`config.mk`:
```
export PLATFORM = sky130hd
export DESIGN_NAME = bldc_zcd_comm_flat
export DESIGN_NICKNAME = d
export VERILOG_FILES = /design/src/rtl/bldc_pkg.sv /design/src/rtl/bldc_zcd_comm_if.sv /design/src/rtl/bldc_sync2.sv /design/src/rtl/bldc_zcd_comm.sv /design/src/flat_wrapper.sv
export SDC_FILE = /design/constraint.sdc
export NUM_CORES = 1
export LEC_CHECK = 0
export BUFFER_PORTS_ARGS = -buffer_cell sky130_fd_sc_hd__buf_2
export CAP_MARGIN = 25
export CORE_MARGIN = 2
export CORE_UTILIZATION = 35
export CTS_CLUSTER_DIAMETER = 50
export DETAILED_ROUTE_END_ITERATION = 12
export HOLD_SLACK_MARGIN = 0.12
export PLACE_DENSITY = 0.54
export SLEW_MARGIN = 20
export SYNTH_ARGS = -nofsm -noshare
export SYNTH_HDL_FRONTEND = slang
export SYNTH_SLANG_ARGS = --single-unit
```
`constraint.sdc`:
```
create_clock -name clk -period 8.05 [get_ports clk]
set_input_delay 0.4025 -clock clk [delete_from_list [all_inputs] [get_ports clk]]
set_output_delay 0.4025 -clock clk [all_outputs]
set_load 0.03 [all_outputs]
```
`src/rtl/bldc_pkg.sv`:
```
// Shared types for the BLDC sensorless commutation path: FSM states, commutation
// codes and the floating-phase / post-crossing-level lookup.
package bldc_pkg;

  typedef enum logic [1:0] {
    IDLE  = 2'd0,
    BLANK = 2'd1,
    SEEK  = 2'd2,
    DELAY = 2'd3
  } state_e;

  typedef enum logic [1:0] {
    PH_A = 2'd0,
    PH_B = 2'd1,
    PH_C = 2'd2
  } phase_e;

  typedef struct packed {
    phase_e phase;
    logic   target;
  } float_t;

  localparam logic [2:0] COMM_OFF = 3'b000;
  localparam logic [2:0] COMM_AB  = 3'b001;
  localparam logic [2:0] COMM_AC  = 3'b010;
  localparam logic [2:0] COMM_BC  = 3'b011;
  localparam logic [2:0] COMM_BA  = 3'b100;
  localparam logic [2:0] COMM_CA  = 3'b101;
  localparam logic [2:0] COMM_CB  = 3'b110;

  function automatic float_t float_lookup(input logic [2:0] comm);
    float_t f;
    unique case (comm)
      COMM_AB: f = '{phase: PH_C, target: 1'b0};
      COMM_AC: f = '{phase: PH_B, target: 1'b1};
      COMM_BC: f = '{phase: PH_A, target: 1'b0};
      COMM_BA: f = '{phase: PH_C, target: 1'b1};
      COMM_CA: f = '{phase: PH_B, target: 1'b0};
      COMM_CB: f = '{phase: PH_A, target: 1'b1};
      default: f = '{phase: PH_A, target: 1'b0};
    endcase
    return f;
  endfunction

  function automatic logic [2:0] comm_next(input logic [2:0] comm);
    logic [2:0] n;
    unique case (comm)
      COMM_AB: n = COMM_AC;
      COMM_AC: n = COMM_BC;
      COMM_BC: n = COMM_BA;
      COMM_BA: n = COMM_CA;
      COMM_CA: n = COMM_CB;
      default: n = COMM_AB;
    endcase
    return n;
  endfunction

endpackage

```
`src/rtl/bldc_zcd_comm_if.sv`:
```
// Signal bundle between the zero-crossing/commutation block and its PWM/control side.
interface bldc_zcd_comm_if #(
  parameter int CNT_W = 16
);
  logic             pwm_middle_i;
  logic             cmp_a_i;
  logic             cmp_b_i;
  logic             cmp_c_i;
  logic             run_en_i;
  logic [2:0]       comm_o;
  logic             zc_o;
  logic [CNT_W-1:0] period_o;
  logic             stall_o;

  modport slave (
    input  pwm_middle_i, cmp_a_i, cmp_b_i, cmp_c_i, run_en_i,
    output comm_o, zc_o, period_o, stall_o
  );

  modport master (
    output pwm_middle_i, cmp_a_i, cmp_b_i, cmp_c_i, run_en_i,
    input  comm_o, zc_o, period_o, stall_o
  );
endinterface

```
`src/rtl/bldc_sync2.sv`:
```
// Two-flop synchronizer for an asynchronous comparator input.
module bldc_sync2 (
  input  logic clk,
  input  logic rst_n,
  input  logic d_i,
  output logic q_o
);
  logic s1_q;
  logic s2_q;

  always_ff @(posedge clk or negedge rst_n) begin
    if (!rst_n) begin
      s1_q <= 1'b0;
      s2_q <= 1'b0;
    end else begin
      s1_q <= d_i;
      s2_q <= s1_q;
    end
  end

  assign q_o = s2_q;
endmodule

```
`src/rtl/bldc_zcd_comm.sv`:
```
// Sensorless back-EMF zero-crossing detector: filters the floating-phase comparator
// at PWM mid-pulse, waits half a ZC period, then advances the commutation code.
module bldc_zcd_comm
  import bldc_pkg::*;
#(
  parameter int               CNT_W      = 16,
  parameter int               FILT_N     = 2,
  parameter int               BLANK_CLKS = 100,
  parameter logic [CNT_W-1:0] TIMEOUT    = 16'hFFFF
) (
  input  logic                 clk,
  input  logic                 rst_n,
  bldc_zcd_comm_if.slave       bus
);
  localparam logic [CNT_W-1:0] BLANK_V = CNT_W'(BLANK_CLKS);
  localparam logic [CNT_W-1:0] CNT_MAX = '1;
  localparam logic [CNT_W-1:0] CNT_ONE = CNT_W'(1);
  localparam logic [2:0]       FILT_V  = 3'(FILT_N);

  logic cmp_a_s, cmp_b_s, cmp_c_s;

  bldc_sync2 u_sync_a (.clk(clk), .rst_n(rst_n), .d_i(bus.cmp_a_i), .q_o(cmp_a_s));
  bldc_sync2 u_sync_b (.clk(clk), .rst_n(rst_n), .d_i(bus.cmp_b_i), .q_o(cmp_b_s));
  bldc_sync2 u_sync_c (.clk(clk), .rst_n(rst_n), .d_i(bus.cmp_c_i), .q_o(cmp_c_s));

  state_e           state_q, state_d;
  logic [2:0]       comm_q, comm_d;
  logic [2:0]       filt_q, filt_d;
  logic [CNT_W-1:0] step_q, step_d;
  logic [CNT_W-1:0] zcc_q, zcc_d;
  logic [CNT_W-1:0] dly_q, dly_d;
  logic [CNT_W-1:0] period_q, period_d;
  logic             zc_q, zc_d;
  logic             stall_q, stall_d;
  logic             first_q, first_d;
  logic             mid_q, run_q;

  float_t flt;
  logic   sample, strobe, evaluate, hit, accept;

  assign flt    = float_lookup(comm_q);
  assign strobe = bus.pwm_middle_i & ~mid_q;

  always_comb begin
    sample = cmp_a_s;
    unique case (flt.phase)
      PH_A:    sample = cmp_a_s;
      PH_B:    sample = cmp_b_s;
      default: sample = cmp_c_s;
    endcase
  end

  // A strobe landing on the last BLANK cycle already counts towards the filter.
  assign evaluate = strobe && ((state_q == SEEK) || ((state_q == BLANK) && (step_q == BLANK_V)));
  assign hit      = (sample == flt.target);
  assign accept   = evaluate && hit && ((filt_q + 3'd1) == FILT_V);

  always_comb begin
    state_d  = state_q;
    comm_d   = comm_q;
    filt_d   = filt_q;
    dly_d    = dly_q;
    period_d = period_q;
    zc_d     = 1'b0;
    stall_d  = stall_q;
    first_d  = first_q;
    step_d   = (step_q == CNT_MAX) ? step_q : step_q + CNT_ONE;
    zcc_d    = (zcc_q == CNT_MAX) ? zcc_q : zcc_q + CNT_ONE;

    unique case (state_q)
      IDLE: begin
        comm_d = COMM_OFF;
        filt_d = '0;
        if (bus.run_en_i && !run_q && !stall_q) begin
          comm_d  = COMM_AB;
          step_d  = '0;
          first_d = 1'b1;
          state_d = BLANK;
        end
      end
      BLANK: begin
        if (step_q == BLANK_V) state_d = SEEK;
      end
      SEEK: begin
        if (!accept && (step_q == TIMEOUT)) begin
          stall_d = 1'b1;
          comm_d  = COMM_OFF;
          state_d = IDLE;
        end
      end
      DELAY: begin
        dly_d = dly_q - CNT_ONE;
        if (dly_q == '0) begin
          comm_d  = comm_next(comm_q);
          step_d  = '0;
          filt_d  = '0;
          state_d = BLANK;
        end
      end
    endcase

    if (evaluate) filt_d = hit ? filt_q + 3'd1 : 3'd0;

    // The first crossing after start has no previous ZC, so step_cnt stands in for the half period.
    if (accept) begin
      zc_d    = 1'b1;
      state_d = DELAY;
      if (first_q) begin
        dly_d = step_q;
      end else begin
        period_d = zcc_q;
        dly_d    = zcc_q >> 1;
      end
      zcc_d   = '0;
      first_d = 1'b0;
    end

    if (!bus.run_en_i) begin
      state_d  = IDLE;
      comm_d   = COMM_OFF;
      stall_d  = 1'b0;
      zc_d     = 1'b0;
      filt_d   = '0;
      period_d = period_q;
    end
  end

  always_ff @(posedge clk or negedge rst_n) begin
    if (!rst_n) begin
      state_q  <= IDLE;
      comm_q   <= COMM_OFF;
      filt_q   <= '0;
      step_q   <= '0;
      zcc_q    <= '0;
      dly_q    <= '0;
      period_q <= '0;
      zc_q     <= 1'b0;
      stall_q  <= 1'b0;
      first_q  <= 1'b0;
      mid_q    <= 1'b0;
      run_q    <= 1'b0;
    end else begin
      state_q  <= state_d;
      comm_q   <= comm_d;
      filt_q   <= filt_d;
      step_q   <= step_d;
      zcc_q    <= zcc_d;
      dly_q    <= dly_d;
      period_q <= period_d;
      zc_q     <= zc_d;
      stall_q  <= stall_d;
      first_q  <= first_d;
      mid_q    <= bus.pwm_middle_i;
      run_q    <= bus.run_en_i;
    end
  end

  assign bus.comm_o   = comm_q;
  assign bus.zc_o     = zc_q;
  assign bus.period_o = period_q;
  assign bus.stall_o  = stall_q;
endmodule

```
`src/flat_wrapper.sv`:
```
// flat-port wrapper written by rule: the top's interface ports become plain ports
module bldc_zcd_comm_flat import bldc_pkg::*;
#(
  parameter int               CNT_W      = 16,
  parameter int               FILT_N     = 2,
  parameter int               BLANK_CLKS = 100,
  parameter logic [CNT_W-1:0] TIMEOUT    = 16'hFFFF
)
  (clk, rst_n, bus_pwm_middle_i, bus_cmp_a_i, bus_cmp_b_i, bus_cmp_c_i, bus_run_en_i, bus_comm_o, bus_zc_o, bus_period_o, bus_stall_o);
  bldc_zcd_comm_if #(.CNT_W(CNT_W)) bus_i ();
  input  logic clk;
  input  logic rst_n;
  input wire logic [$bits(bus_i.pwm_middle_i)-1:0] bus_pwm_middle_i;
  input wire logic [$bits(bus_i.cmp_a_i)-1:0] bus_cmp_a_i;
  input wire logic [$bits(bus_i.cmp_b_i)-1:0] bus_cmp_b_i;
  input wire logic [$bits(bus_i.cmp_c_i)-1:0] bus_cmp_c_i;
  input wire logic [$bits(bus_i.run_en_i)-1:0] bus_run_en_i;
  output wire logic [$bits(bus_i.comm_o)-1:0] bus_comm_o;
  output wire logic [$bits(bus_i.zc_o)-1:0] bus_zc_o;
  output wire logic [$bits(bus_i.period_o)-1:0] bus_period_o;
  output wire logic [$bits(bus_i.stall_o)-1:0] bus_stall_o;
  assign bus_i.pwm_middle_i = bus_pwm_middle_i;
  assign bus_i.cmp_a_i = bus_cmp_a_i;
  assign bus_i.cmp_b_i = bus_cmp_b_i;
  assign bus_i.cmp_c_i = bus_cmp_c_i;
  assign bus_i.run_en_i = bus_run_en_i;
  assign bus_comm_o = bus_i.comm_o;
  assign bus_zc_o = bus_i.zc_o;
  assign bus_period_o = bus_i.period_o;
  assign bus_stall_o = bus_i.stall_o;
  bldc_zcd_comm #(.CNT_W(CNT_W), .FILT_N(FILT_N), .BLANK_CLKS(BLANK_CLKS), .TIMEOUT(TIMEOUT)) u_core (.clk(clk), .rst_n(rst_n), .bus(bus_i));
endmodule
```
After elaboration in Yosys (flattened, before gate mapping)
Index checks and enable logic that the tools add are counted. W data, S select, Z words.

Flip-flop bits (word level): 83. Input bits: 7. Bits in latches: 0. Output and inout bits: 21. Memory bits (read-only): 0. Memory bits (writable): 0. Logic and storage cells: 112. Memories: 0.

Shift-type cells: 0. Eq/ne operators: 27. Multiplexer cells: 37. Multiply operators: 0. Div/mod/pow operators: 0. Order comparisons: 0. Reductions and logical operators: 23. Add/sub/neg operators: 4. Bitwise operators: 3.

Operators by type and width (count): $mux W16 (8); $add A16 B1 Y16 const B (2); $eq A16 B16 Y1 const B (2); $pmux W16 S2 (1); $pmux W3 S5 (2); $mux W3 (7); $eq A16 B7 Y1 const B (1); $logic_not A16 Y1 (1); $sub A16 B1 Y16 const B (1); $mux W2 (6); $ne A4 B2 Y1 const B (3); $eq A3 B2 Y1 const B (3); $eq A3 B3 Y1 const B (3); $mux W1 (9); $pmux W3 S3 (1); $ne A4 B1 Y1 const B (2); $ne A4 B3 Y1 const B (2); $pmux W2 S4 (1); $logic_and A1 B1 Y1 (7); $ne A2 B1 Y1 const B (3); $pmux W3 S2 (1); $reduce_and A2 Y1 (3); $reduce_and A3 Y1 (2); $reduce_bool A2 Y1 (3); other kinds (14) (20).

Depth between registers and ports, before layout
Word-level depth: 13. Gate-level depth with buffers: 10. Mapped depth without buffers: 8.

Modules after synthesis
A second synthesis with hierarchy kept.

Cell total of the unflattened synthesis: 420. Area, all modules: 4295.4 sq um.

By module, submodules not included: bldc_zcd_comm (cells an instance 414, instances 1, area each 4145.2 sq um, seq. area each 1926.8 sq um); bldc_sync2 (cells an instance 2, instances 3, area each 50.0 sq um, seq. area each 50.0 sq um).

Worst setup path before layout
No wires, ideal clock.

Kind: reg-to-reg. From: register u_core.comm_q[2] (netlist: u_core.bus.comm_o[2]). To: register u_core.period_q[15] (netlist: u_core.bus.period_o[15]). Data arrival time: 2.487 ns. Setup slack: 5.435 ns. Stages on the path, launching flop included: 10. Required time: 7.922 ns. Clock period less this slack: 2.615 ns. Path buffers: 3. Library setup time: 0.128 ns. Cells stage by stage: dfrtp_1 buf_2 mux2i_1 o311ai_0 nor4_4 nand2_2 or3_1 buf_2 buf_6 mux2_1.

Longest elaborated chain between the ends: 8. Elaborated cells between the ends (all ways): 13. Classes of those cells: eq/ne (7); mux (2); reduce/logical (4).

Ends and longest elaborated chain: from (decl) (line bldc_zcd_comm.sv:27) `logic [2:0] comm_q, comm_d;`; from (signal assigned) (line bldc_zcd_comm.sv:144) `comm_q <= comm_d;`; $eq A3 B3 Y1 (tied with other cells) (line bldc_pkg.sv:33) `unique case (comm)`; $pmux W3 S5 * (line bldc_pkg.sv:33); $eq A2 B1 Y1 or $logic_not A2 Y1 (tied branches) (line bldc_zcd_comm.sv:46) `unique case (flt.phase)`; $pmux W1 S2 (line bldc_zcd_comm.sv:46); $eq A1 B1 Y1 * (line bldc_zcd_comm.sv:55) `assign hit = (sample == flt.target);`; $logic_and A1 B1 Y1 * (2 in series) (line bldc_zcd_comm.sv:56) `assign accept = evaluate && hit && ((filt_q + 3'd1) == FILT_V);`; $reduce_and A3 Y1 (no source line) *; to (signal assigned) (line bldc_zcd_comm.sv:149) `period_q <= period_d;`; to (decl) (line bldc_zcd_comm.sv:32) `logic [CNT_W-1:0] period_q, period_d;`.

Every way passes the cells marked *; elsewhere a longest branch is shown, timed or not. A chain may end at the register's enable or synchronous reset.

Final worst setup path
From: register u_core.state_q[1]. To: register u_core.period_q[15] (netlist: u_core.bus.period_o[15]).

Longest elaborated chain between the ends: 7. Elaborated cells between the ends (all ways): 8. Classes of those cells: eq/ne (2); reduce/logical (6).

Ends and longest elaborated chain: from (decl) (line bldc_zcd_comm.sv:26) `state_e state_q, state_d;`; from (signal assigned) (line bldc_zcd_comm.sv:143) `state_q <= state_d;`; $eq A2 B1 Y1 (line bldc_zcd_comm.sv:54) `assign evaluate = strobe && ((state_q == SEEK) || ((state_q == BLANK) && (step_q == BLANK_V)));`; $logic_and A1 B1 Y1 (line bldc_zcd_comm.sv:54); $logic_or A1 B1 Y1 * (line bldc_zcd_comm.sv:54); $logic_and A1 B1 Y1 * (line bldc_zcd_comm.sv:54); $logic_and A1 B1 Y1 * (2 in series) (line bldc_zcd_comm.sv:56); $reduce_and A3 Y1 (no source line) *.

Marked as above.

==> results by group <==
Run status
  – Status: completed

Clock network
  – Htree depth: 3
  – Max Root-Sink Buffers: 2
  – Worst-Skew Late Latency: between 0.3 and 0.4 ns
  – CTS tree: yes
  – CTS resizes: 0
  – Clk slew on worst S/H paths: 0.06 ns
  – CTS buffer count: 9
  – Root buf cell: clkbuf_16
  – CTS Sinks: 83

GRT
  – Gr ovfl total: 0
  – Largest net degree at the start of global routing: 57
  – Initial antenna violation count: 0
  – Total track usage: ~16%
  – Vias in the first global route: 3171
  – First-pass GRT wire length: 16.47 mm

Routing
  – Residual DRC: 0
  – Routed Antenna Nets: 0
  – Drt via density: a little over 5
  – Routed wire per std cell: 15.65 µm
  – WL final: 9.872 mm
  – Routed via count: 3276
  – DRT Pass-1 Iters: 4
  – Initial DRC count: 169

STA
  – Final Hold Violating Endpoints: 0
  – Slew Limit Fails: 0
  – Setup Viol. Count Final: 0
  – Worst-margin pin slew: 0.9761 ns
  – Final period utilization: 37.37%
  – Setup_tns: 0 ns
  – FMAX: 0.3324 GHz
  – Final Critical Period: 3.009 ns
  – Max transition margin: approximately a third
  – RSZ-0062 raised after global routing: no
  – Worst Clk Skew: 0.007807 ns

Floorplan
  – Die Wd: 116.1 µm
  – Total core area: 12160 µm²
  – Die height: 116.1 µm
  – Site row count: 40
  – Die ar.: between 10000 and 15000 µm²
  – Initial Utilization: 36.18%
  – I/O pin cnt: 28

Setup path
  – Kind of critical path: flop to flop
  – Critical Path Start Type: flop
  – Critical path fanouts, max: 16
  – Worst Path Arrival: 3.23 ns
  – Endpoint class of the critical path: flop
  – R2R Setup Slk: 5.04 ns
  – Cell at the slowest stage of the critical path: or3_1
  – WP data required: about 8.3 ns
  – Max incr delay on CP: 0.74 ns
  – Cell Chain, Critical Path: inv_1, ha_1, and4bb_2, a41oi_1, nor4_4, nand2_2, or3_1, mux2_1

Placement
  – Port Buffer Count: 27
  – Final Wtd Congestion: 0.8540
  – Final HPWL DP: 6.893 mm

Finish
  – Reg area: approximately 2100 µm²
  – Layout cell share with drive strength beyond 1: 15.98%
  – Antenna Cells: 0
  – Area of the multi-input gates: 2185 µm²
  – Area Growth Syn to Fin: 13.51%
  – Final net count: roughly 480
  – Fillers: between 1000 and 1500

Synthesis
  – Number of flops mapped to enable cells by yosys: 0
  – Share of the synthesized area in the top cell type: a little under half
  – Synth async-reset ratio: 100.0%
  – Sequential area share after synthesis: 47.20%
  – Synthesized area per cell: 10.12 µm²
  – Predominant post-synthesis flop cell: dfrtp_1
  – Synth cell count leaders: dfrtp_1 (83), nor2_1 (57), nand2_1 (27)
  – Yosys cell types: 57
  – Mapped cell area: 4400 µm²
  – Synthesized flop and latch total: between 80 and 90
  – Ys Warns: 0
  – Top cells by area, synth: dfrtp_1 (47%), nor2_1 (4.9%), xnor2_1 (4.0%)
  – Post-synthesis cell count: between 400 and 500
  – Most frequent cell after synthesis: dfrtp_1
  – Post-Syn Nets: between 400 and 500
  – Post-synth top area cell: dfrtp_1

Power
  – Leakage power: around 2.2 nW
  – Power after layout: 1.152 mW
  – Worst VDD drop: 0.1027 mV
  – Power Dens Cells: roughly 230 nW/µm²

Min path
  – Worst hold path type: input pin to flop

Flow run
  – Max-cap violations: 0
-- sequential cells by signal, summed over array words and instances, names as in the netlist --
register and count:
u_core.first_q 1, u_core.u_sync_c.s1_q 1, u_core.bus.comm_o 3, u_core.dly_q 16
u_core.bus.period_o 16, u_core.bus.stall_o 1, u_core.state_q 2, u_core.mid_q 1
u_core.filt_q 3, u_core.zcc_q 16, u_core.u_sync_b.s1_q 1, u_core.u_sync_b.q_o 1
u_core.step_q 16, u_core.u_sync_c.q_o 1, u_core.u_sync_a.q_o 1, u_core.run_q 1
u_core.bus.zc_o 1, u_core.u_sync_a.s1_q 1
-- worst paths after layout --
path / startpoint / to / cells after the start
setup / recovery: u_core.state_q[1]$_DFFE_PN0P_ / u_core.bus.period_o[15]$_DFFE_PN0P_ / 8
max in group asynchronous: rst_n / u_core.mid_q$_DFF_PN0_ / 3
hold / removal: bus_cmp_a_i / u_core.u_sync_a.s1_q$_DFF_PN0_ / 1
hold reg to reg: u_core.u_sync_a.s1_q$_DFF_PN0_ / u_core.u_sync_a.q_o$_DFF_PN0_ / 0
min in group asynchronous: rst_n / u_core.step_q[2]$_DFF_PN0_ / 2
setup reg to reg: u_core.state_q[1]$_DFFE_PN0P_ / u_core.bus.period_o[15]$_DFFE_PN0P_ / 8
-- through the flow --
step	std cells	area (µm²)	setup WS, ns	utilization, %	hold slack [ns]
after floorplan	435	4400	5.435	-	0.1069
after global placement	612	4662	5.104	38.33	0.3311
after detailed placement	613	4690	5.041	38.56	0.3362
after CTS	630	4980	5.011	40.95	0.1533
after global routing	631	4995	4.779	41.07	0.1552
final	631	4995	5.041	41.07	0.1616
-- timing repair --
| item | in CTS | in global routing |
|---|---|---|
| hold buffers | 1 | 0 |
| endpoints found under the hold margin | 27 | 0 |
| setup buffers | 0 | 0 |
-- area by class of cell --
cell class / instances / area share [%]
repair buffers: 31 / 3.958
well taps: 168 / 4.208
flip-flops and latches: 83 / 41.58
clock buffers: 10 / 4.785
multi-input cells: 321 / 43.74
inverters: 12 / 0.9018
clock inverters: 6 / 0.8267
-- logic make-up (layout without fill, tap and decap cells) --
| family | count (synthesis) | after routing | share of synthesized area (%) |
|---|---|---|---|
| buffers and inverters | 31 | 59 | 3.156 |
| AND/OR/NAND/NOR | 188 | 188 | 22.92 |
| multiplexers | 28 | 28 | 7.592 |
| flip-flops | 83 | 83 | 47.20 |
| AO/OA/AOI/OAI | 59 | 59 | 9.042 |
| adder cells (fa/ha/maj) | 11 | 11 | 3.128 |
| XOR/XNOR | 35 | 35 | 6.966 |
-- layout by cell type (no fill, tap or decap), drive strengths merged, types with 8 or more instances in the layout --
cell,synthesis,layout
buf,10,30
nor4,8,8
nand4,11,11
clkbuf,9,10
a21oi,19,19
xor2,15,15
o21ai,8,8
mux2,16,16
nand3,23,23
inv,12,12
nor2b,10,10
nand2,28,28
nor2,57,57
nor3,14,14
dfrtp,83,83
xnor2,20,20
ha,11,11
a211oi,12,12
mux2i,12,12
-- where the power goes --
| part | leakage [nW] | switching (mW) | internal (mW) |
|---|---|---|---|
| clock network | 0.142 | 0.170 | 0.217 |
| registers | 1.03 | 0.0894 | 0.472 |
| logic | 1.01 | 0.109 | 0.0934 |
| total | 2.19 | 0.369 | 0.783 |
-- per-layer routing --
layer | up-vias | GRT usage (%) | wire length [µm]
met5 | - | 0 | 0
met4 | 0 | 6.032 | 169
met3 | 14 | 3.425 | 358
met2 | 43 | 23.24 | 4412
met1 | 1621 | 23.14 | 4933
li1 | 1598 | - | -
-- critical path, delay by kind of cell (launching register included) --
kind	cells	cell delay, ns
AND/OR/NAND/NOR	4	1.49
multiplexers	1	0.46
flip-flops	1	0.41
adder cells (fa/ha/maj)	1	0.20
AO/OA/AOI/OAI	1	0.20
buffers and inverters	1	0.12
Note: power is estimated with default switching activity, not from simulation.
